## src/rtl/hazard_unit_if.sv

```systemverilog
// Signal bundle between the pipeline datapath and the hazard controller.
// The pipeline side uses the master modport, the hazard unit uses the slave modport.
interface hazard_if #(
  parameter int CNT_W = 16
);
  logic [4:0]       if_id_rs;
  logic [4:0]       if_id_rt;
  logic             if_id_uses_rt;
  logic             id_ex_mem_read;
  logic [4:0]       id_ex_rt;
  logic             jump;
  logic             branch_taken;
  logic             clear_stats;
  logic             pc_write;
  logic             if_id_write;
  logic             if_id_flush;
  logic             id_ex_flush;
  logic             ex_mem_flush;
  logic [1:0]       state;
  logic [CNT_W-1:0] stall_count;
  logic [CNT_W-1:0] flush_count;

  modport master (
    output if_id_rs, if_id_rt, if_id_uses_rt, id_ex_mem_read, id_ex_rt,
           jump, branch_taken, clear_stats,
    input  pc_write, if_id_write, if_id_flush, id_ex_flush, ex_mem_flush,
           state, stall_count, flush_count
  );

  modport slave (
    input  if_id_rs, if_id_rt, if_id_uses_rt, id_ex_mem_read, id_ex_rt,
           jump, branch_taken, clear_stats,
    output pc_write, if_id_write, if_id_flush, id_ex_flush, ex_mem_flush,
           state, stall_count, flush_count
  );
endinterface

```

## src/rtl/hazard_unit.sv

```systemverilog
// Load-use and control hazard controller: drives PC/IF/ID stall and pipeline flushes,
// with a RUN/STALL/FLUSH FSM so bubbles never retrigger, plus saturating statistics.
module hazard_unit #(
  parameter int CNT_W = 16
) (
  input  logic     clock,
  input  logic     reset,
  hazard_if.slave  hz
);

  typedef enum logic [1:0] {
    ST_RUN   = 2'd0,
    ST_STALL = 2'd1,
    ST_FLUSH = 2'd2
  } state_e;

  localparam logic [CNT_W-1:0] CNT_MAX = '1;

  state_e           state_q, state_d;
  logic [CNT_W-1:0] stall_cnt_q, stall_cnt_d;
  logic [CNT_W-1:0] flush_cnt_q, flush_cnt_d;

  logic load_use;
  logic stall_inc, flush_inc;
  logic pc_write, if_id_write, if_id_flush, id_ex_flush, ex_mem_flush;

  assign load_use = hz.id_ex_mem_read && (hz.id_ex_rt != 5'd0) &&
                    ((hz.id_ex_rt == hz.if_id_rs) ||
                     (hz.if_id_uses_rt && (hz.id_ex_rt == hz.if_id_rt)));

  // NOTE: every signal written here gets a default first, so no path leaves it unassigned (no latch).
  always_comb begin
    pc_write     = 1'b1;
    if_id_write  = 1'b1;
    if_id_flush  = 1'b0;
    id_ex_flush  = 1'b0;
    ex_mem_flush = 1'b0;
    stall_inc    = 1'b0;
    flush_inc    = 1'b0;
    state_d      = ST_RUN;

    // The illegal encoding 3 falls into the default arm and behaves exactly like RUN.
    case (state_q)
      ST_STALL: begin
        if (hz.branch_taken) begin
          if_id_flush  = 1'b1;
          id_ex_flush  = 1'b1;
          ex_mem_flush = 1'b1;
          flush_inc    = 1'b1;
          state_d      = ST_FLUSH;
        end else if (hz.jump) begin
          if_id_flush = 1'b1;
          flush_inc   = 1'b1;
          state_d     = ST_FLUSH;
        end
      end
      ST_FLUSH: begin
        if (hz.branch_taken) begin
          if_id_flush  = 1'b1;
          id_ex_flush  = 1'b1;
          ex_mem_flush = 1'b1;
          flush_inc    = 1'b1;
          state_d      = ST_FLUSH;
        end
      end
      default: begin
        if (hz.branch_taken) begin
          if_id_flush  = 1'b1;
          id_ex_flush  = 1'b1;
          ex_mem_flush = 1'b1;
          flush_inc    = 1'b1;
          state_d      = ST_FLUSH;
        end else if (load_use) begin
          pc_write    = 1'b0;
          if_id_write = 1'b0;
          id_ex_flush = 1'b1;
          stall_inc   = 1'b1;
          state_d     = ST_STALL;
        end else if (hz.jump) begin
          if_id_flush = 1'b1;
          flush_inc   = 1'b1;
          state_d     = ST_FLUSH;
        end
      end
    endcase

    // While reset is held the pipeline must run freely, even with hazards present.
    if (!reset) begin
      pc_write     = 1'b1;
      if_id_write  = 1'b1;
      if_id_flush  = 1'b0;
      id_ex_flush  = 1'b0;
      ex_mem_flush = 1'b0;
    end
  end

  always_comb begin
    stall_cnt_d = stall_cnt_q;
    flush_cnt_d = flush_cnt_q;
    if (hz.clear_stats) begin
      stall_cnt_d = '0;
      flush_cnt_d = '0;
    end else begin
      if (stall_inc && (stall_cnt_q != CNT_MAX)) stall_cnt_d = stall_cnt_q + 1'b1;
      if (flush_inc && (flush_cnt_q != CNT_MAX)) flush_cnt_d = flush_cnt_q + 1'b1;
    end
  end

  // NOTE: state registers use non-blocking assignments so all of them update together on the edge.
  always_ff @(posedge clock or negedge reset) begin
    if (!reset) begin
      state_q     <= ST_RUN;
      stall_cnt_q <= '0;
      flush_cnt_q <= '0;
    end else begin
      state_q     <= state_d;
      stall_cnt_q <= stall_cnt_d;
      flush_cnt_q <= flush_cnt_d;
    end
  end

  assign hz.pc_write     = pc_write;
  assign hz.if_id_write  = if_id_write;
  assign hz.if_id_flush  = if_id_flush;
  assign hz.id_ex_flush  = id_ex_flush;
  assign hz.ex_mem_flush = ex_mem_flush;
  assign hz.state        = state_q;
  assign hz.stall_count  = stall_cnt_q;
  assign hz.flush_count  = flush_cnt_q;

endmodule
```

## src/flat_wrapper.sv

```systemverilog
// flat-port wrapper written by rule: the top's interface ports become plain ports
module hazard_unit_flat 
#(
  parameter int CNT_W = 16
)
  (clock, reset, hz_if_id_rs, hz_if_id_rt, hz_if_id_uses_rt, hz_id_ex_mem_read, hz_id_ex_rt, hz_jump, hz_branch_taken, hz_clear_stats, hz_pc_write, hz_if_id_write, hz_if_id_flush, hz_id_ex_flush, hz_ex_mem_flush, hz_state, hz_stall_count, hz_flush_count);
  hazard_if #(.CNT_W(CNT_W)) hz_i ();
  input  logic clock;
  input  logic reset;
  input wire logic [$bits(hz_i.if_id_rs)-1:0] hz_if_id_rs;
  input wire logic [$bits(hz_i.if_id_rt)-1:0] hz_if_id_rt;
  input wire logic [$bits(hz_i.if_id_uses_rt)-1:0] hz_if_id_uses_rt;
  input wire logic [$bits(hz_i.id_ex_mem_read)-1:0] hz_id_ex_mem_read;
  input wire logic [$bits(hz_i.id_ex_rt)-1:0] hz_id_ex_rt;
  input wire logic [$bits(hz_i.jump)-1:0] hz_jump;
  input wire logic [$bits(hz_i.branch_taken)-1:0] hz_branch_taken;
  input wire logic [$bits(hz_i.clear_stats)-1:0] hz_clear_stats;
  output wire logic [$bits(hz_i.pc_write)-1:0] hz_pc_write;
  output wire logic [$bits(hz_i.if_id_write)-1:0] hz_if_id_write;
  output wire logic [$bits(hz_i.if_id_flush)-1:0] hz_if_id_flush;
  output wire logic [$bits(hz_i.id_ex_flush)-1:0] hz_id_ex_flush;
  output wire logic [$bits(hz_i.ex_mem_flush)-1:0] hz_ex_mem_flush;
  output wire logic [$bits(hz_i.state)-1:0] hz_state;
  output wire logic [$bits(hz_i.stall_count)-1:0] hz_stall_count;
  output wire logic [$bits(hz_i.flush_count)-1:0] hz_flush_count;
  assign hz_i.if_id_rs = hz_if_id_rs;
  assign hz_i.if_id_rt = hz_if_id_rt;
  assign hz_i.if_id_uses_rt = hz_if_id_uses_rt;
  assign hz_i.id_ex_mem_read = hz_id_ex_mem_read;
  assign hz_i.id_ex_rt = hz_id_ex_rt;
  assign hz_i.jump = hz_jump;
  assign hz_i.branch_taken = hz_branch_taken;
  assign hz_i.clear_stats = hz_clear_stats;
  assign hz_pc_write = hz_i.pc_write;
  assign hz_if_id_write = hz_i.if_id_write;
  assign hz_if_id_flush = hz_i.if_id_flush;
  assign hz_id_ex_flush = hz_i.id_ex_flush;
  assign hz_ex_mem_flush = hz_i.ex_mem_flush;
  assign hz_state = hz_i.state;
  assign hz_stall_count = hz_i.stall_count;
  assign hz_flush_count = hz_i.flush_count;
  hazard_unit #(.CNT_W(CNT_W)) u_core (.clock(clock), .reset(reset), .hz(hz_i));
endmodule
```

## config.mk

```make
export PLATFORM = sky130hd
export DESIGN_NAME = hazard_unit_flat
export DESIGN_NICKNAME = d
export VERILOG_FILES = /design/src/rtl/hazard_unit_if.sv /design/src/rtl/hazard_unit.sv /design/src/flat_wrapper.sv
export SDC_FILE = /design/constraint.sdc
export NUM_CORES = 1
export LEC_CHECK = 0
export CAP_MARGIN = 20
export CORE_AREA = 2 2 72 74
export CTS_CLUSTER_DIAMETER = 40
export DETAILED_ROUTE_END_ITERATION = 8
export DIE_AREA = 0 0 74 76
export GPL_TIMING_DRIVEN = 0
export PLACE_DENSITY = 0.72
export SYNTH_ARGS = -nofsm -noshare
export SYNTH_HDL_FRONTEND = slang
export SYNTH_SLANG_ARGS = --single-unit
```

## constraint.sdc

```tcl
create_clock -name clock -period 3.39 [get_ports clock]
set_input_delay 0.5085 -clock clock [delete_from_list [all_inputs] [get_ports clock]]
set_output_delay 0.5085 -clock clock [all_outputs]
set_load 0.01 [all_outputs]
```

==> results by group <==
Hold path
  – Hold crit path type: in2async

Routing
  – Drt drc: 0
  – Routed wire per std cell: 14.0 µm
  – Final WL: 4930 µm
  – DR iter-0 viols: 93
  – DR pass1 iterations: 4
  – DR vias: 1817
  – Drt via density: 5.15
  – Final ANT Viol Nets: 0

GRT
  – GRT Util Overall: 19.0%
  – Initial antenna violation count: 0
  – GRT Residual Overflow: 0
  – Global-route wire length before repair: 8380 µm
  – Largest net degree at the start of global routing: 39
  – Via count of the first global-routing pass: 1766

Place
  – HPWL Detailed: 3600 µm
  – Dpl ws: -0.127 ns
  – Placed Area: 2640 µm²
  – Placed insts: 343
  – PortBufs: 58
  – Gpl congestion: 0.847

Pwr
  – Internal cell power: 0.620 mW
  – Comb pwr share: 16.3%
  – Switch share: 26.6%
  – Reg power frac: 49.9%
  – Leakage: 1.12 nW
  – Clk pwr share: 33.8%
  – Pwr Total: 0.845 mW
  – NetSw: 0.225 mW
  – PD cells: 307 nW/µm²
  – Worst vdd ir: 0.000143 V

Timing
  – Min setup slack post-route: 0.0827 ns
  – Setup_tns: 0 ns
  – Final hold vios: 0
  – Peak Freq: 302 MHz
  – WHS: 0.317 ns
  – Skew final: 0.00569 ns
  – RSZ-0062 raised after global routing: no
  – Slew of the pin with the lowest slew margin: 0.821 ns
  – Worst slew margin: 45.3%
  – Final Critical Period: 3.31 ns
  – Final period util: 97.6%
  – Final max-slew violation count: 0
  – Final Setup Violations: 0

Worst setup path
  – Crit-path max FO: 4
  – Worst R2R End: u_core.hz.flush_count[1]$_DFFE_PN0P_
  – Worst Reg-to-Reg Cells: 9
  – Crit Path Class: in2out
  – Crit path launch type: primary input
  – CP required: 2.88 ns
  – CP Capture Type: output pin
  – R2r startpoint: u_core.hz.flush_count[3]$_DFFE_PN0P_
  – FF-to-FF setup slack: 0.81 ns
  – Worst Path Arrival: 2.80 ns

Logic synthesis
  – Sequential area share after synthesis: 43.0%
  – Synth cell types: 38
  – Syn_area_per_cell: 9.21 µm²
  – Top post-synthesis cells by area: dfrtp_1, xor2_1, nor2_1, a21oi_1, nand3_1
  – Seq cells post-synth: 34
  – Cell taking the most area after synthesis: dfrtp_1
  – Synthesized area: 1980 µm²
  – Area share of the largest cell type after synthesis: 43.0%
  – Yosys warns: 0
  – Syn nets: 241
  – Post-Synthesis Cells: 215

Floorplan
  – Die Wd: 74 µm
  – # IOs: 61
  – Die H: 76 µm
  – Cell Rows: 26
  – Die area: 5620 µm²
  – Initial Util: 40.3%
  – Core area: 4910 µm²

Clocking
  – Clk root buf: clkbuf_8
  – TritonCTS Sinks: 34
  – Clock buffer depth: 2
  – Clock latency on the worst-skew pair: 0.29 ns
  – Clk slew on worst S/H paths: 0.06 ns
  – Cts bufs inserted: 5
  – CTS tree: done
  – Hold-fix buffers, CTS: 0
  – H-tree depth: 2

Cells and area
  – Post-Route Utilization: 56.1%
  – Final Cell Area: 2760 µm²
  – Final nets: 309
  – N_diodes: 0
  – Fin cells: 353
  – Area Growth Syn to Fin: 39.2%
  – Most frequent cells in the layout: clkdlybuf4s50_1, dfrtp_1, nor2_1
  – Layout cell share with drive strength beyond 1: 7.42%
  – Fillers: 448
  – Commonest non-fill, non-tap cell in the layout: clkdlybuf4s50_1

Flow run
  – Max Cap Viol: 0

Run status
  – Status: completed
==> power by group through the flow <==
stage	logic, mW	registers (mW)	clock network, mW
2_1_floorplan	0.0604	0.431	0
4_1_cts	0.137	0.422	0.291
5_1_grt	0.153	0.423	0.305
3_5_place_dp	0.134	0.429	0
6_report	0.138	0.421	0.286
3_3_place_gp	0.132	0.429	0
==> Yosys cell counts (all sizes together) <==
cell / count
mux2: 2
a21boi: 1
nor4: 3
o21ai: 6
a21oi: 14
nand4: 10
nand2: 14
a21o: 1
or4: 7
a32oi: 1
dfrtp: 34
or3: 4
inv: 8
and2: 1
xnor2: 4
mux2i: 2
ha: 4
nor2b: 2
buf: 4
nor3: 2
or2: 1
nor2: 30
and4: 3
nor4b: 1
nand3: 14
o31ai: 7
clkbuf: 5
a211oi: 3
and3: 3
xor2: 23
a2111oi: 1
==> layer usage <==
| metal | vias up | track usage [%] | share of wire, % |
|---|---|---|---|
| met5 | - | 0 | 0 |
| met4 | 0 | 6.18 | 1.3 |
| met3 | 9 | 5.42 | 4.6 |
| met2 | 44 | 30.5 | 49 |
| met1 | 866 | 24.4 | 44 |
| li1 | 898 | - | - |
==> sequential cells by signal, summed over array words and instances, names as in the netlist <==
| signal | count |
|---|---|
| u_core.hz.state | 2 |
| u_core.hz.stall_count | 16 |
| u_core.hz.flush_count | 16 |
==> critical path, cell delays in order <==
cell and delay (ns):
clkdlybuf4s50_1 0.49, or4_4 0.58, o21ai_4 0.20, nor2_1 0.08, nand2_1 0.14, nor2_2 0.05
nand2_1 0.09, buf_4 0.12, clkdlybuf4s50_1 0.52
==> how the worst max path moves through the flow <==
stage / endpoint / from / slack (ns)
after floorplan: u_core.hz.flush_count[15]$_DFFE_PN0P_ / hz_id_ex_rt[4] / 1.01
after global placement: hz_pc_write / reset / -0.20
after detailed placement: hz_pc_write / hz_id_ex_rt[3] / -0.13
after CTS: hz_pc_write / hz_id_ex_rt[3] / 0.03
after global routing: hz_pc_write / hz_id_ex_rt[4] / 0.005
final: hz_pc_write / hz_id_ex_rt[4] / 0.08
==> kinds of logic (layout without fill, tap and decap cells) <==
logic type                 after synthesis  in the layout  synth area share, %
muxes                                    4              4                 2.15
buffers and inverters                   17             85                 3.54
and+or+nand+nor                         95             95                 25.2
xor gates and xnor gates                27             27                 11.9
AOI/OAI and AO/OA                       34             34                 11.6
adders and majority gates                4              4                 2.53
DFF                                     34             34                 43.0
==> cell type report <==
cell class                 count  area, µm²  area share, %
timing repair buffer          61        603           21.9
multi-input combinational    164       1070           38.7
clock buffer                   7       76.3           2.77
buffer                         9       40.0           1.45
tap                           70       87.6           3.18
inverter                       8       30.0           1.09
sequential                    34        851           30.9
==> what timing repair did <==
action,in CTS,in global routing
setup endpoints to repair,3,1
pin swaps,1,3
gates resized for setup,1,3
buffers inserted,1,2
No activity file was read; power rests on OpenSTA's default activity.
